## src/rtl/fsm3_multi_seq_detector.sv

```systemverilog
// ----------------------------------------------------------------------------
// fsm3_multi_seq_detector
//
// Serial pattern monitor. Watches a 1-bit stream, oldest bit first, for any of
// the sequences 1100, 11001 and 01011. Overlapping matches are reported. The
// flag is registered: it is high for exactly the cycle after the clock edge
// that samples the final bit of a match.
//
// Each state holds the longest suffix of the bit history that is a proper
// prefix of one of the patterns.
//
//   state | meaning
//   ------+--------------------------------------------------
//   IDLE  | no useful history (after reset)
//   S0    | history ends in "0"
//   S01   | history ends in "01"
//   S010  | history ends in "010"
//   S0101 | history ends in "0101"
//   S1    | history is exactly "1"
//   S11   | history ends in "11"
//   S110  | history ends in "110"
//   S1100 | history ends in "1100" (1100 just matched)
//
// Ports:
//   clk   - rising-edge clock
//   rstn  - asynchronous active-low reset; forces IDLE and out = 0
//   in    - serial data bit, sampled every rising clk edge
//   out   - registered detection flag, one cycle per completed match
// ----------------------------------------------------------------------------
module fsm3_multi_seq_detector (
    input  logic clk,
    input  logic rstn,
    input  logic in,
    output logic out
);

    typedef enum logic [3:0] {
        IDLE  = 4'd0,
        S0    = 4'd1,
        S01   = 4'd2,
        S010  = 4'd3,
        S0101 = 4'd4,
        S1    = 4'd5,
        S11   = 4'd6,
        S110  = 4'd7,
        S1100 = 4'd8
    } state_t;

    state_t state;
    state_t state_nxt;
    logic   hit;

    always_ff @(posedge clk or negedge rstn) begin
        if (!rstn) begin
            state <= IDLE;
            out   <= 1'b0;
        end else begin
            state <= state_nxt;
            out   <= hit;
        end
    end

    // Next state and the match flag for the bit being sampled this cycle.
    // The state reached after a match keeps the matched suffix so that
    // overlapping occurrences are still found.
    always_comb begin
        state_nxt = state;
        hit       = 1'b0;
        case (state)
            IDLE: begin
                state_nxt = in ? S1 : S0;
            end
            S0: begin
                state_nxt = in ? S01 : S0;
            end
            S01: begin
                state_nxt = in ? S11 : S010;
            end
            S010: begin
                state_nxt = in ? S0101 : S0;
            end
            S0101: begin
                // 01011 completes; the trailing "11" starts a 1100 attempt
                state_nxt = in ? S11 : S010;
                hit       = in;
            end
            S1: begin
                state_nxt = in ? S11 : S0;
            end
            S11: begin
                state_nxt = in ? S11 : S110;
            end
            S110: begin
                // 1100 completes on a 0; on a 1 the "01" suffix is kept
                state_nxt = in ? S01 : S1100;
                hit       = ~in;
            end
            S1100: begin
                // 11001 completes on a 1, leaving "01" for a 01011 attempt
                state_nxt = in ? S01 : S0;
                hit       = in;
            end
            default: begin
                state_nxt = IDLE;
                hit       = 1'b0;
            end
        endcase
    end

endmodule

```

## config.mk

```make
export PLATFORM = sky130hd
export DESIGN_NAME = fsm3_multi_seq_detector
export DESIGN_NICKNAME = d
export VERILOG_FILES = /design/src/rtl/fsm3_multi_seq_detector.sv
export SDC_FILE = /design/constraint.sdc
export NUM_CORES = 1
export LEC_CHECK = 0
export ABC_AREA = 1
export BUFFER_PORTS_ARGS = -buffer_cell sky130_fd_sc_hd__buf_2
export CORE_AREA = 5 5 42 44
export CTS_CLUSTER_SIZE = 30
export DETAILED_ROUTE_END_ITERATION = 8
export DIE_AREA = 0 0 47 49
export GPL_ROUTABILITY_DRIVEN = 0
export PLACE_DENSITY_LB_ADDON = 0.1
export SYNTH_ARGS = -nofsm -noshare
export SYNTH_HDL_FRONTEND = slang
export SYNTH_SLANG_ARGS = --single-unit
```

## constraint.sdc

```tcl
create_clock -name clk -period 1.25 [get_ports clk]
set_input_delay 0.125 -clock clk [delete_from_list [all_inputs] [get_ports clk]]
set_output_delay 0.125 -clock clk [all_outputs]
set_load 0.01 [all_outputs]
```

Word-level counts from Yosys, hierarchy flattened
Cells that the tools add are included.
{"block": "totals", "input_bits": 3, "register_bits": 5, "output_inout_bits": 1, "word_cells": 24}
{"block": "classes", "n_eq_ne": 8, "n_reduce_logical": 4, "n_bitwise": 1, "mux": 9}
{"op": "$pmux 4 s7", "count": 1}
{"op": "$eq 4x3->1 const B", "count": 4}
{"op": "$mux 3", "count": 4}
{"op": "$eq 4x2->1 const B", "count": 2}
{"op": "$reduce_or 2->1", "count": 3}
{"op": "$eq 4x1->1 const B", "count": 1}
{"op": "$eq 4x4->1 const B", "count": 1}
{"op": "$logic_not 4->1", "count": 1}
{"op": "$mux 4", "count": 1}
{"op": "$mux 2", "count": 1}
{"op": "$pmux 1 s2", "count": 1}
{"op": "$mux 1", "count": 1}
{"op": "$not 1->1", "count": 1}

Depth between registers and ports, before layout
Gate-level depths: netlist of run 1.
{"block": "logic_depth", "word_depth": 3, "depth_mapped": 6}

Worst setup path before layout of run 1
No wires, ideal clock.
{"block": "synth_timing", "kind": "register to register", "start": "register state[1]", "end": "register state[0]", "path_slack_ns": 0.327, "setup_time_ns": 0.071, "n_path_buf": 0, "path_stages_with_launch": 6, "arrival_time_ns": 0.852, "required_time_ns": 1.179, "path_cell_list": "dfrtp_1 nor2_2 nand3_1 nand2_1 nor2_1 nor2_1"}
{"block": "synth_via", "elab_chain_len": 3, "word_cells_on_any_way": 12, "classes_between": "8 x eq/ne; 1 x mux; 3 x reduce/logical"}
{"element": "start: declaration", "line_no": "49", "source": "state_t state;"}
{"element": "start signal: assignment", "line_no": "58", "source": "state <= state_nxt;"}
{"element": "$eq 4x4->1 (tied with other cells)", "line_no": "69", "source": "case (state)"}
{"element": "$reduce_or 2->1 (no source line)"}
{"element": "$pmux 4 s7 *", "line_no": "69"}
{"element": "net state_nxt[0]", "line_no": "50", "source": "state_t state_nxt;"}
Mark *: on every way through the listed nets, which the timed path passes. The rest lies on a longest branch.

Worst setup path in the final report of run 1
Same ends and word-level chain as after synthesis.

==> results of run 1 <==
==> synth_stat cells (all sizes together) <==
master,number,share of area
nand2,16,0.20
nor2,9,0.14
nand3,7,0.12
dfrtp,5,0.42
inv,5,0.063
a21boi,1,0.025
nand4,1,0.021
o21ai,1,0.017
==> cells by family after synthesis <==
logic type             after synthesis  synth area share
buffers and inverters                5            0.0627
AOI/OAI and AO/OA                    2            0.0418
and+or+nand+nor                     33             0.477
DFF                                  5             0.418
==> cell usage in the layout (no fill, tap or decap), drive strengths merged <==
cell type / synthesis / layout
inv: 5 / 5
a21boi: 1 / 1
nand3: 7 / 7
nand4: 1 / 1
nor2: 9 / 9
clkbuf: 0 / 4
dfrtp: 5 / 5
buf: 0 / 3
nand2: 16 / 16
o21ai: 1 / 1
dlygate4sd3: 0 / 1
==> final timing paths <==
kind                             to  depth (start not counted)  slack [ps]  startpoint
hold / removal             state[3]                          2         120          in
max in group asynchronous  state[1]                          2         900        rstn
setup / recovery           state[0]                          5         180    state[1]
hold reg to reg            state[3]                          2         670    state[0]
min in group asynchronous  state[3]                          2         220        rstn
setup reg to reg           state[0]                          5         180    state[1]
==> flip-flops by register name, indices dropped and copies added, names as in the netlist <==
register,cells
out,1
state,4
==> metal layers <==
metal,vias to the layer above,global-route usage,share of wire
met1,151,0.0817,0.46
met3,4,0.0332,0.034
li1,158,-,-
met4,0,0.0691,0.033
met5,-,0,0
met2,5,0.0928,0.47
==> timing repair <==
action	in CTS	in global routing
endpoints found under the hold margin	5	0
buffers inserted	0	0
hold buffers	1	0
==> metrics by stage <==
stage                     cell area (sq um)  cells
after floorplan                         299     45
after global placement                  334     64
after detailed placement                334     64
after CTS                               370     69
after global routing                    370     69
final                                   370     69
==> worst max-delay path, stage by stage, from the launching register on <==
cell and delay (ps):
dfrtp_1 450, nor2_2 190, nand3_1 140, nand2_1 100, nor2_1 40, nor2_1 90
==> area by class of cell <==
class,count,area share
Multi-Input combinational cell,35,0.419
Sequential cell,5,0.338
Clock buffer,4,0.0709
Timing Repair Buffer,4,0.0676
Tap cell,16,0.0541
Inverter,5,0.0507
==> power breakdown <==
part           leakage [nW]  switching, W  internal, W
Combinational         0.126      0.000237     0.000146
Clock                0.0150     0.0000700     0.000121
Sequential           0.0645     0.0000815     0.000224
==> results.json, run 1 <==
{
  "status": "finished clean",
  "total_power_w": 0.000880,
  "clock_latency_ps": 240,
  "area_growth_pct": 23.8,
  "cp-end-kind": "register",
  "ys_types": 10,
  "vias": 318,
  "slew_violations": 0,
  "drv_cap": 0,
  "ir_worst_vdd_v": 0.000934,
  "leakagePower_nw": 0.206,
  "wire_per_inst_um": 9.80,
  "relSlewSlack": 0.839,
  "clkSinkCount": 5,
  "drive_gt1_frac": 0.189,
  "root_buffer": "clkbuf_4",
  "antenna_found_initial": 0,
  "synth_seq_area_share": 0.418,
  "routed_wirelength_um": 676,
  "initial_core_util": 0.213,
  "rows": 14,
  "first_pass_iters": 4,
  "fmax_ghz": 0.932,
  "grt_max_degree": 8,
  "htree_num_levels": 1,
  "worst_slack_ps": 177,
  "synth.net_count": 48,
  "path_max_fanout": 7,
  "final_nets": 57,
  "clkTransAtPathRegs_ps": 50,
  "grt_pass1_vias": 275,
  "track_usage": 0.0719,
  "worst_setup_path_start_kind": "register",
  "dp_slack_ps": 210,
  "die_h_um": 49,
  "ys_seq_elements": 5,
  "fin_crit_sh": 0.858,
  "tightest_slew_ps": 242,
  "cp.required_ps": 1430,
  "hp-class": "input pin to register",
  "tns_ps": 0,
  "die_w_um": 47,
  "rsz0062_at_grt": "no",
  "setup_violations": 0,
  "drt_iter0_drc": 12,
  "finalCoreUtilization": 0.264,
  "hold_viol": 0,
  "drt-vias-per-instance": 4.61,
  "postRouteAntennaNets": 0,
  "port-buffer-count": 3,
  "diodes": 0,
  "dieArea_sq_um": 2300,
  "skew_ps": 3.35,
  "min_period_ps": 1070,
  "cts_tree": "built",
  "powerDensity_nw_per_um2": 2380,
  "post_cts_resized": 0,
  "yosys_warnings": 0,
  "fin_hold_ws_ps": 116,
  "grt.overflow.total": 0,
  "avgSynthCellArea_sq_um": 6.65,
  "multi_input_area_sq_um": 155,
  "cts.path.max_buffers": 2,
  "path_class": "register to register",
  "fp.coreArea_sq_um": 1400,
  "critPathArrivalTime_ps": 1250,
  "numCtsBuffers": 3,
  "dp_hpwl_um": 490,
  "n_fill_cell": 162,
  "grt_pass1_wl_mm": 1.12,
  "drc": 0,
  "synthesis.area_sq_um": 299,
  "synthCells": 45,
  "seqCellArea_sq_um": 125,
  "ios": 4
}
(Power assumes the default switching activity.)
==> inputs of run 2 (changes only) <==
CTS_BUF_LIST = sky130_fd_sc_hd__clkbuf_16   (was unset)
==> run 2 against run 1 <==
Final cell count stayed put; power is 37% higher; global-route usage rose by 0.42 points; wire length grew 4.9%; non-clock buffer count is the same; cell area up 14%; clock skew fell by 2.8 ps; sequential cell count unchanged; setup slack lost 2.8 ps; clock-buffer cell count decreased by 1; largest power group is now clock; critical endpoint unchanged; die area did not move; via count fell by 3.8%.
==> results.json, run 2 (synthesis gave the netlist of run 1 again) <==
{
  "diodes": 0,
  "worstHoldPathCells": 2,
  "grt_max_degree": 8,
  "r2r_start": "state[1]",
  "numCtsBuffers": 3,
  "drt-vias-per-instance": 4.43,
  "ir_worst_vdd_v": 0.00110,
  "min_period_ps": 1080,
  "fp.coreArea_sq_um": 1400,
  "tns_ps": 0,
  "fin_area_sq_um": 423,
  "grt_pass1_vias": 283,
  "cts_tree": "built",
  "clkTransAtPathRegs_ps": 30,
  "hold_viol": 0,
  "seqCellArea_sq_um": 125,
  "path_class": "register to register",
  "path_buf_inv": 0,
  "crit_path_top_delay_cell": "dfrtp_1",
  "drv_cap": 0,
  "cts_post_setup_buffers_inserted": 0,
  "rows": 14,
  "fmax_ghz": 0.930,
  "area_growth_pct": 41.4,
  "worst_setup_path_start_kind": "register",
  "holdPathEnd": "state[3]",
  "critPathArrivalTime_ps": 1230,
  "postRouteAntennaNets": 0,
  "n_fill_cell": 156,
  "reg2reg_to": "state[0]",
  "critPathMostFrequentCell": "nor2_1",
  "die_w_um": 47,
  "skew_ps": 0.556,
  "drc": 0,
  "port-buffer-count": 3,
  "grt.overflow.total": 0,
  "relSlewSlack": 0.846,
  "finalCoreUtilization": 0.302,
  "wire_per_inst_um": 10.3,
  "reg2regPathDepth": 5,
  "grt_pass1_wl_mm": 1.17,
  "crit_path_max_incr_delay_ps": 440,
  "postPlaceCellArea_sq_um": 334,
  "largest_reg_flops": 4,
  "track_usage": 0.0762,
  "tightest_slew_ps": 231,
  "slew_violations": 0,
  "top_regs": "state (4), out (1)",
  "regMostFlops": "state",
  "powerDensity_nw_per_um2": 2860,
  "crit_chain": "nor2_2, nand3_1, nand2_1, nor2_1, nor2_1",
  "final_nets": 57,
  "fin_crit_sh": 0.861,
  "dieArea_sq_um": 2300,
  "cp-end-kind": "register",
  "die_h_um": 49,
  "status": "finished clean",
  "vias": 306,
  "drt_iter0_drc": 7,
  "initial_core_util": 0.213,
  "cp.required_ps": 1410,
  "antenna_found_initial": 0,
  "dp_hpwl_um": 490,
  "crit_family": "simple AND/OR/NAND/NOR gates",
  "routed_wirelength_um": 709,
  "holdCritStartpoint": "in",
  "clock_latency_ps": 230,
  "ios": 4,
  "reg2reg_slack_ps": 170,
  "mostFrequentLayoutCell": "nand2_1",
  "multi_input_area_sq_um": 155,
  "drive_gt1_frac": 0.189,
  "root_buffer": "clkbuf_16",
  "setup_violations": 0,
  "first_pass_iters": 4,
  "htree_num_levels": 1,
  "leakagePower_nw": 0.233,
  "cts.path.max_buffers": 2,
  "mostFrequentLayoutCells": "16 x nand2_1, 7 x nand3_1, 6 x nor2_1",
  "rsz0062_at_grt": "no",
  "path_max_fanout": 7,
  "clkSinkCount": 5,
  "hp-class": "input pin to register"
}
==> run 2: changes by cell type in the layout (fill, tap and decap cells not counted), sizes merged <==
cell | before | now
clkbuf | 4 | 3
inv | 5 | 6
==> run 2: final cells by class <==
cell class / instances / share of cell area
clock inverter: 1 / 0.00888
tap: 16 / 0.0473
timing repair buffer: 4 / 0.0592
clock buffer: 3 / 0.178
sequential: 5 / 0.296
inverter: 5 / 0.0444
multi-input combinational: 35 / 0.367
==> run 2: layer usage <==
metal  GRT usage  wire length (um)
met1      0.0817               316
met2       0.106               359
met3      0.0332                27
met4      0.0691                 5
met5           0                 0
==> run 2: worst max-delay path by stage <==
stage,depth (start not counted),startpoint,end
3_3_place_gp,5,state[1],state[0]
2_1_floorplan,5,state[1],state[0]
4_1_cts,5,state[1],state[0]
3_5_place_dp,5,state[1],state[0]
6_report,5,state[1],state[0]
5_1_grt,5,state[1],state[0]
==> run 2: stage by stage <==
| step | cells | hold WS, ps | setup slack [ps] | power [W] |
|---|---|---|---|---|
| global placement | 64 | -45.8 | 192 | 0.000701 |
| CTS | 69 | 126 | 178 | 0.00122 |
| finish | 69 | 134 | 174 | 0.00121 |
| global route | 69 | 147 | 71.4 | 0.00130 |
| floorplan | 45 | -171 | 327 | 0.000596 |
| detailed placement | 64 | -47.3 | 210 | 0.000682 |
==> run 2: power by group <==
part | internal, W | total (W) | leakage [nW] | switching (W)
Combinational | 0.000146 | 0.000386 | 0.126 | 0.000240
Clock | 0.000414 | 0.000518 | 0.0423 | 0.000104
Sequential | 0.000225 | 0.000305 | 0.0645 | 0.0000800
==> run 2: what timing repair did <==
item,4_1_cts,5_1_grt
gates resized for setup,0,0
hold buffers,1,0
hold endpoints to repair,5,0
==> inputs of run 3 (changes only) <==
CELL_PAD_IN_SITES_DETAIL_PLACEMENT = 2   (was unset)
CELL_PAD_IN_SITES_GLOBAL_PLACEMENT = 2   (was unset)
==> run 3 against run 2 <==
First-iteration DRC count down 14%; global-route usage up 1.9 points; sequential cell count unchanged; clock-buffer cell count unchanged; setup slack worse by 29 ps; cell area up 1.2%; core utilization up 0.36 points; sequential power up 6%; final cell count unchanged; sequential share of layout area down 0.35 points; die area unchanged; fmax down 2.6%; critical endpoint unchanged.
==> results.json, run 3 (synthesis gave the netlist of run 1 again) <==
{
  "r2r_start": "state[1]",
  "cts_tree": "built",
  "powerDensity_nw_per_um2": 2910,
  "grt_max_degree": 8,
  "mostFrequentLayoutCell": "nand2_1",
  "fmax_ghz": 0.905,
  "hp-class": "input pin to register",
  "hold_viol": 0,
  "drv_cap": 0,
  "drc": 0,
  "reg2reg_slack_ps": 150,
  "routed_wirelength_um": 881,
  "clock_latency_ps": 220,
  "grt_pass1_vias": 354,
  "first_pass_iters": 4,
  "setup_violations": 0,
  "status": "finished clean",
  "htree_num_levels": 1,
  "dieArea_sq_um": 2300,
  "tightest_slew_ps": 303,
  "mostFrequentLayoutCells": "16 x nand2_1, 7 x nand3_1, 6 x nor2_1",
  "final_nets": 57,
  "rsz0062_at_grt": "no",
  "drt-vias-per-instance": 4.58,
  "wire_per_inst_um": 12.8,
  "relSlewSlack": 0.798,
  "postPlaceCellArea_sq_um": 334,
  "diodes": 0,
  "path_class": "register to register",
  "critPathArrivalTime_ps": 1260,
  "antenna_found_initial": 0,
  "die_w_um": 47,
  "die_h_um": 49,
  "postRouteAntennaNets": 0,
  "grt_pass1_wl_mm": 1.55,
  "worst_setup_path_start_kind": "register",
  "ios": 4,
  "cp.required_ps": 1400,
  "vias": 316,
  "cp-end-kind": "register",
  "leakagePower_nw": 0.234,
  "track_usage": 0.0953,
  "total_power_w": 0.00125,
  "dp_hpwl_um": 704,
  "largest_reg_flops": 4,
  "drt_iter0_drc": 6,
  "fin_crit_sh": 0.884,
  "ir_worst_vdd_v": 0.00110,
  "skew_ps": 0.372,
  "rows": 14,
  "root_buffer": "clkbuf_16",
  "area_growth_pct": 43.1,
  "path_max_fanout": 7,
  "port-buffer-count": 3,
  "numCtsBuffers": 3,
  "slew_violations": 0,
  "fin_hold_ws_ps": 149,
  "holdCritStartpoint": "in",
  "fp.coreArea_sq_um": 1400,
  "clkSinkCount": 5,
  "regMostFlops": "state",
  "min_period_ps": 1100,
  "cts.path.max_buffers": 2,
  "initial_core_util": 0.213,
  "top_regs": "state (4), out (1)",
  "clkTransAtPathRegs_ps": 30,
  "tns_ps": 0,
  "cp-startpoint": "state[1]",
  "fin_area_sq_um": 428,
  "grt.overflow.total": 0,
  "drive_gt1_frac": 0.189
}
run 3: layout make-up:
class	instances	area, sq um
Clock inverter	1	3.75
Multi-Input combinational cell	35	160
Inverter	5	18.8
Timing Repair Buffer	4	25.0
Fill cell	171	973
Tap cell	16	20.0
Sequential cell	5	125
Clock buffer	3	75.1
run 3: worst paths after layout:
path	end	depth (start not counted)
setup / recovery	state[0]	5
hold / removal	state[3]	2
setup reg to reg	state[0]	5
hold reg to reg	state[3]	2
max in group asynchronous	state[0]	2
min in group asynchronous	state[3]	2
run 3: routing by layer:
layer | share of wire | up-vias | GRT usage
met4 | 0.022 | 0 | 0.0553
met1 | 0.43 | 149 | 0.104
li1 | - | 157 | -
met2 | 0.52 | 7 | 0.152
met5 | 0 | - | 0
met3 | 0.028 | 3 | 0.0332
run 3: stage by stage:
step                setup WS (ps)  utilization  std cells
CTS                           106        0.302         69
detailed placement            131        0.238         64
floorplan                     327            -         45
global placement              152        0.238         64
finish                        145        0.305         69
global route                 13.3        0.305         69
run 3: where the power goes:
group / switching [W] / total (W) / internal, W
sequential: 0.0000985 / 0.000323 / 0.000225
combinational: 0.000263 / 0.000417 / 0.000153
clock: 0.0000937 / 0.000507 / 0.000413
total: 0.000456 / 0.00125 / 0.000791
run 3: critical path: stages (launching register included):
cell and delay (ps):
dfrtp_1 470, nor2_4 150, nand3_1 150, nand2_1 100, nor2_1 50, nor2_1 100
run 3: what timing repair did:
item	in CTS	in global routing
hold buffers	1	0
setup endpoints to repair	0	1
hold endpoints to repair	5	0
gates resized for setup	0	1
buffers inserted	0	0
